`config.mk`:
```
export PLATFORM = sky130hd
export DESIGN_NAME = chimera_clu_iso_ctrl
export DESIGN_NICKNAME = d
export VERILOG_FILES = /design/src/rtl/chimera_pkg.sv /design/src/rtl/chimera_clu_iso_fsm.sv /design/src/rtl/chimera_clu_iso_ctrl.sv
export SDC_FILE = /design/constraint.sdc
export NUM_CORES = 1
export LEC_CHECK = 0
export CORE_AREA = 2 2 127 129
export DETAILED_ROUTE_END_ITERATION = 8
export DIE_AREA = 0 0 129 131
export SYNTH_ARGS = -nofsm -noshare
export SYNTH_HDL_FRONTEND = slang
export SYNTH_SLANG_ARGS = --single-unit
```
`constraint.sdc`:
```
create_clock -name soc_clk_i -period 2.07 [get_ports soc_clk_i]
set_input_delay 0.3105 -clock soc_clk_i [delete_from_list [all_inputs] [get_ports soc_clk_i]]
set_output_delay 0.3105 -clock soc_clk_i [all_outputs]
set_load 0.02 [all_outputs]
```
`src/rtl/chimera_pkg.sv`:
```
// Shared types and defaults for the chimera cluster isolation controller.
// Optional feature macro used by the controller: CHIMERA_CLU_ISO_IRQ_EN.
package chimera_pkg;

    typedef enum logic [2:0] {
        ACTIVE = 3'd0,
        ISO    = 3'd1,
        SETTLE = 3'd2,
        OFF    = 3'd3,
        WAKE   = 3'd4,
        DEISO  = 3'd5
    } clu_iso_state_e;

    localparam int unsigned CluIsoTimeoutCycles = 1024;
    localparam int unsigned CluIsoResetCycles   = 16;
    localparam int unsigned CluIsoSettleCycles  = 4;

    // Wide enough to hold the largest load value; never narrower than 1 bit.
    function automatic int unsigned clu_iso_cnt_w(int unsigned a, int unsigned b, int unsigned c);
        int unsigned m;
        m = a;
        if (b > m) m = b;
        if (c > m) m = c;
        return (m == 0) ? 1 : $clog2(m + 1);
    endfunction

endpackage

```
`src/rtl/chimera_clu_iso_fsm.sv`:
```
// Single-channel isolation FSM with its down-counter and sticky timeout flag.
// CHIMERA_CLU_ISO_IRQ_EN adds a one-cycle irq pulse on entry to OFF or return to ACTIVE.
module chimera_clu_iso_fsm
    import chimera_pkg::*;
#(
    parameter int unsigned TimeoutCycles   = CluIsoTimeoutCycles,
    parameter int unsigned ResetCycles     = CluIsoResetCycles,
    parameter int unsigned ClkSettleCycles = CluIsoSettleCycles
) (
    input  logic clk,
    input  logic rst,
    input  logic pwr_down_req,
    input  logic timeout_clr,
    input  logic isolated,
    output logic isolate,
    output logic clk_en,
    output logic clu_rst,
    output logic busy,
    output logic off,
`ifdef CHIMERA_CLU_ISO_IRQ_EN
    output logic irq,
`endif
    output logic timeout
);

    localparam int unsigned CntW = clu_iso_cnt_w(TimeoutCycles, ResetCycles, ClkSettleCycles);
    localparam logic [CntW-1:0] TimeoutLoad = CntW'(TimeoutCycles);
    localparam logic [CntW-1:0] ResetLoad   = CntW'(ResetCycles);
    localparam logic [CntW-1:0] SettleLoad  = CntW'(ClkSettleCycles);

    clu_iso_state_e state_q, state_d;
    logic [CntW-1:0] cnt_q, cnt_d;
    logic tmo_set;
    logic iso_d, clk_en_d, clu_rst_d, busy_d, off_d;

    always_comb begin
        state_d   = state_q;
        cnt_d     = cnt_q;
        tmo_set   = 1'b0;
        case (state_q)
            ACTIVE: if (pwr_down_req) begin
                cnt_d   = TimeoutLoad;
                state_d = ISO;
            end
            // Ack wins over an expiring counter.
            ISO: if (isolated) begin
                cnt_d   = SettleLoad;
                state_d = SETTLE;
            end else if (cnt_q == '0) begin
                tmo_set = 1'b1;
                state_d = DEISO;
            end else begin
                cnt_d = cnt_q - 1'b1;
            end
            SETTLE: if (cnt_q == '0) state_d = OFF;
                    else cnt_d = cnt_q - 1'b1;
            OFF: if (!pwr_down_req) begin
                cnt_d   = ResetLoad;
                state_d = WAKE;
            end
            WAKE: if (cnt_q == '0) begin
                cnt_d   = TimeoutLoad;
                state_d = DEISO;
            end else begin
                cnt_d = cnt_q - 1'b1;
            end
            DEISO: if (!isolated) begin
                state_d = ACTIVE;
            end else if (cnt_q == '0) begin
                tmo_set = 1'b1;
                state_d = ACTIVE;
            end else begin
                cnt_d = cnt_q - 1'b1;
            end
            default: state_d = ACTIVE;
        endcase

        // Output decode of the next state so the registered outputs track state_q.
        iso_d     = 1'b0;
        clk_en_d  = 1'b1;
        clu_rst_d = 1'b0;
        busy_d    = 1'b0;
        off_d     = 1'b0;
        case (state_d)
            ISO, SETTLE: begin iso_d = 1'b1; busy_d = 1'b1; end
            OFF:         begin iso_d = 1'b1; clk_en_d = 1'b0; clu_rst_d = 1'b1; off_d = 1'b1; end
            WAKE:        begin iso_d = 1'b1; clu_rst_d = 1'b1; busy_d = 1'b1; end
            DEISO:       busy_d = 1'b1;
            default: ;
        endcase
    end

    always_ff @(posedge clk) begin
        if (rst) begin
            state_q <= ACTIVE;
            cnt_q   <= '0;
            isolate <= 1'b0;
            clk_en  <= 1'b1;
            clu_rst <= 1'b0;
            busy    <= 1'b0;
            off     <= 1'b0;
            timeout <= 1'b0;
        end else begin
            state_q <= state_d;
            cnt_q   <= cnt_d;
            isolate <= iso_d;
            clk_en  <= clk_en_d;
            clu_rst <= clu_rst_d;
            busy    <= busy_d;
            off     <= off_d;
            timeout <= tmo_set | (timeout & ~timeout_clr);
        end
    end

`ifdef CHIMERA_CLU_ISO_IRQ_EN
    always_ff @(posedge clk) begin
        if (rst) irq <= 1'b0;
        else     irq <= ((state_d == OFF) && (state_q != OFF)) ||
                        ((state_q == DEISO) && (state_d == ACTIVE));
    end
`endif

endmodule

```
`src/rtl/chimera_clu_iso_ctrl.sv`:
```
// Per-cluster isolation handshake initiator: one independent FSM channel per cluster.
// CHIMERA_CLU_ISO_IRQ_EN adds irq_o.
module chimera_clu_iso_ctrl
    import chimera_pkg::*;
#(
    parameter int unsigned ExtClusters     = 5,
    parameter int unsigned TimeoutCycles   = CluIsoTimeoutCycles,
    parameter int unsigned ResetCycles     = CluIsoResetCycles,
    parameter int unsigned ClkSettleCycles = CluIsoSettleCycles
) (
    input  logic                   soc_clk_i,
    input  logic                   rst_i,
    input  logic [ExtClusters-1:0] pwr_down_req_i,
    input  logic [ExtClusters-1:0] timeout_clr_i,
    input  logic [ExtClusters-1:0] isolated_i,
    output logic [ExtClusters-1:0] isolate_o,
    output logic [ExtClusters-1:0] clu_clk_en_o,
    output logic [ExtClusters-1:0] clu_rst_o,
    output logic [ExtClusters-1:0] busy_o,
    output logic [ExtClusters-1:0] off_o,
`ifdef CHIMERA_CLU_ISO_IRQ_EN
    output logic [ExtClusters-1:0] irq_o,
`endif
    output logic [ExtClusters-1:0] timeout_o
);

    for (genvar c = 0; c < ExtClusters; c++) begin : gen_ch
        chimera_clu_iso_fsm #(
            .TimeoutCycles  (TimeoutCycles),
            .ResetCycles    (ResetCycles),
            .ClkSettleCycles(ClkSettleCycles)
        ) u_fsm (
            .clk         (soc_clk_i),
            .rst         (rst_i),
            .pwr_down_req(pwr_down_req_i[c]),
            .timeout_clr (timeout_clr_i[c]),
            .isolated    (isolated_i[c]),
            .isolate     (isolate_o[c]),
            .clk_en      (clu_clk_en_o[c]),
            .clu_rst     (clu_rst_o[c]),
            .busy        (busy_o[c]),
            .off         (off_o[c]),
`ifdef CHIMERA_CLU_ISO_IRQ_EN
            .irq         (irq_o[c]),
`endif
            .timeout     (timeout_o[c])
        );
    end

endmodule
```
==> results.cfg <==
[global_route]
grt_start_max_net_pins = 34
antenna_found_initial = 0
track_usage = 0.186
grt_pass1_wl_um = 25700
grt_pass1_vias = 5483
grt_overflow = 0

[yosys]
async_flop_share = 0
post_synth_num_cell_types = 71
synth_warnings = 0
syn_area_um2 = 6060
post_synth.cell_area_avg_um2 = 7.56
yosys_register_bits = 100
synth_fp_nets = 828
synth_cells = 801
synth_edf_count = 0
synth_flop_cell = dfxtp_1
synth.yosys.seq_area_share = 0.331

[power_and_ir_drop]
max-vdd-ir-drop_v = 0.000793
p_int_uw = 9030
p_sw_frac = 0.434
powerDensity_nw_per_um2 = 1960
p_sw_uw = 6920
p_clk_frac = 0.106
power_frac_comb = 0.693
total_power_uw = 16000
seq_power_share = 0.201
p_leak_uw = 0.00323

[timing]
maxSlewHeadroom = 0.628
min_period_over_period = 1.02
worstMarginPinSlew_ns = 0.552
fin_hold_ws_ns = 0.297
hold_viol_final = 0
fmax_ghz = 0.476
setup_viol = 2
period_minus_slack_ns = 2.10
rsz0062_at_grt = yes
fin_skew_ns = 0.00744
slew_viol_final = 0
fin_ws_ns = -0.0327

[clocking]
clk_pin_slew_worst_paths_ns = 0.07
h-tree-depth = 3
cts_buffers = 9
clock-sinks = 100
root_buffer = clkbuf_16
clockBufferDepth = 2
worst_skew_pair.late_latency_ns = 0.35
cts_tree = yes
cts_hold_buf = 0

[placed_design]
gp_congestion = 0.876
place_hpwl_um = 11300
portBuffers = 46
place_area_um2 = 7510

[worst_setup_path]
path_max_fanout = 4
cp-end-kind = register
crit_type = register to register
required_ns = 2.31
startpoint_type = register
arrival_ns = 2.35

[route]
firstDrtPassIters = 5
drt_iter0_markers = 387
viasPerCell = 5.27
drc_errors = 0
wl_um = 15500
vias = 6090
wl_per_cell_um = 13.4
ant_nets = 0

[floorplan]
design.core.area_um2 = 15600
dieArea_um2 = 16900
num_rows = 46
initial_core_util = 0.388
io_pins = 47
dieHeight_um = 131
die_x_um = 129

[cells_and_area]
fin_nets = 962
area_growth_pct = 34.1
fin_area_um2 = 8120
drive_above_1_share = 0.251
diodes = 0
nFillCells = 1488

[status]
status = finished with violations
violations = setup timing

[flow_run]
cap_violations = 0

[min_path]
hold_path_class = input pin to register
registers in the layout, summed over array words and instances, names as in the netlist:
signal and cells:
gen_ch.u_fsm.off 5, gen_ch.u_fsm.state_q 15, gen_ch.u_fsm.clk_en 5, gen_ch.u_fsm.timeout 5, gen_ch.u_fsm.clu_rst 5, gen_ch.u_fsm.cnt_q 55
gen_ch.u_fsm.isolate 5, gen_ch.u_fsm.busy 5
cell usage after synthesis, drive strengths merged, types with 17 or more instances:
master | number | area share
nor2 | 108 | 0.067
dfxtp | 100 | 0.33
a21oi | 64 | 0.053
nand2 | 55 | 0.035
o21ai | 46 | 0.038
clkbuf | 36 | 0.022
nor3 | 36 | 0.032
buf | 35 | 0.041
inv | 35 | 0.022
nand2b | 25 | 0.026
nor4 | 21 | 0.024
nand3 | 17 | 0.014
through the flow:
step | utilization | instances | TNS, ns | setup WS [ns]
6_report | 0.521 | 1156 | -0.0489 | -0.0327
5_1_grt | 0.521 | 1156 | -0.920 | -0.166
4_1_cts | 0.505 | 1149 | -0.139 | -0.0584
3_5_place_dp | 0.482 | 1128 | -0.718 | -0.0774
3_3_place_gp | 0.482 | 1128 | -0.292 | -0.0474
2_1_floorplan | - | 801 | -0.0786 | -0.0649
what timing repair did:
action | CTS | global route
buffers inserted | 5 | 7
resized for setup | 7 | 49
pin swaps | 6 | 22
endpoints found under the setup margin | 13 | 39
critical path, cell delays in order (launching register included):
cell	delay (ns)
dfxtp_2	0.32
inv_2	0.07
ha_4	0.13
nor4b_4	0.20
nand2_2	0.11
nor3_4	0.19
inv_4	0.08
buf_12	0.13
ha_4	0.26
nor3_2	0.03
a31oi_1	0.14
o22ai_1	0.11
a22oi_1	0.16
nor2_1	0.06
area by class of cell:
cell class                      count  area (µm²)  area share
Clock buffer                       11         233      0.0287
Clock inverter                      5        61.3     0.00755
Inverter                           37         146      0.0180
Multi-Input combinational cell    593        3780       0.466
Sequential cell                   100        2010       0.248
Tap cell                          216         270      0.0333
Timing Repair Buffer              194        1620       0.199
layer usage:
| layer | global-route usage | vias up | share of wire |
|---|---|---|---|
| met5 | 0 | - | 0 |
| met4 | 0.0499 | 0 | 0.013 |
| met3 | 0.0432 | 13 | 0.036 |
| met2 | 0.296 | 123 | 0.45 |
| met1 | 0.256 | 2798 | 0.50 |
| li1 | - | 3156 | - |
power groups by stage:
stage / logic (µW) / clock network, µW / registers, µW
floorplan: 6830 / 0 / 3050
global placement: 9940 / 0 / 3180
detailed placement: 9980 / 0 / 3170
CTS: 10300 / 1750 / 3150
global route: 12200 / 1820 / 3300
finish: 11100 / 1680 / 3200
cells by family after synthesis:
| family | Yosys count | share of synthesized area |
|---|---|---|
| simple gates | 330 | 0.276 |
| compound gates | 230 | 0.251 |
| xor+xnor | 16 | 0.0231 |
| mux | 7 | 0.0122 |
| flops | 100 | 0.331 |
| fa+ha+maj | 10 | 0.0207 |
| buf+inv | 108 | 0.0860 |
path summary, 6_finish.rpt:
kind / startpoint / to / slack [ns] / cells after the start
hold reg to reg: gen_ch[2].u_fsm.cnt_q[9] / gen_ch[2].u_fsm.cnt_q[9] / 0.47 / 2
hold / removal: rst_i / gen_ch[1].u_fsm.timeout / 0.30 / 2
setup / recovery: gen_ch[3].u_fsm.cnt_q[0] / gen_ch[3].u_fsm.cnt_q[0] / -0.03 / 13
setup reg to reg: gen_ch[3].u_fsm.cnt_q[0] / gen_ch[3].u_fsm.cnt_q[0] / -0.03 / 13
cell usage in the layout (no fill, tap or decap), types with 5 or more instances in the layout:
cell               n
nand2_1           53
a211oi_1           9
nor4_1            15
nand2b_1          25
a21oi_1           60
ha_4               5
nor3b_1            5
a32oi_1            5
clkdlybuf4s50_1   45
a311oi_1          12
inv_2             10
xor2_1             7
nor2_1           108
xnor2_1            9
buf_4            142
dfxtp_2           10
nor3_1            32
dfxtp_1           90
o21ai_0           45
o211ai_1           6
nand4_1            5
a22oi_1           15
nor2b_1           13
a31oi_1           14
and2_1            10
a21boi_0           5
clkbuf_16          9
inv_1             23
nand4b_1           6
o22ai_1           10
nand3_1           17
Power figures use the tool's default switching activity.
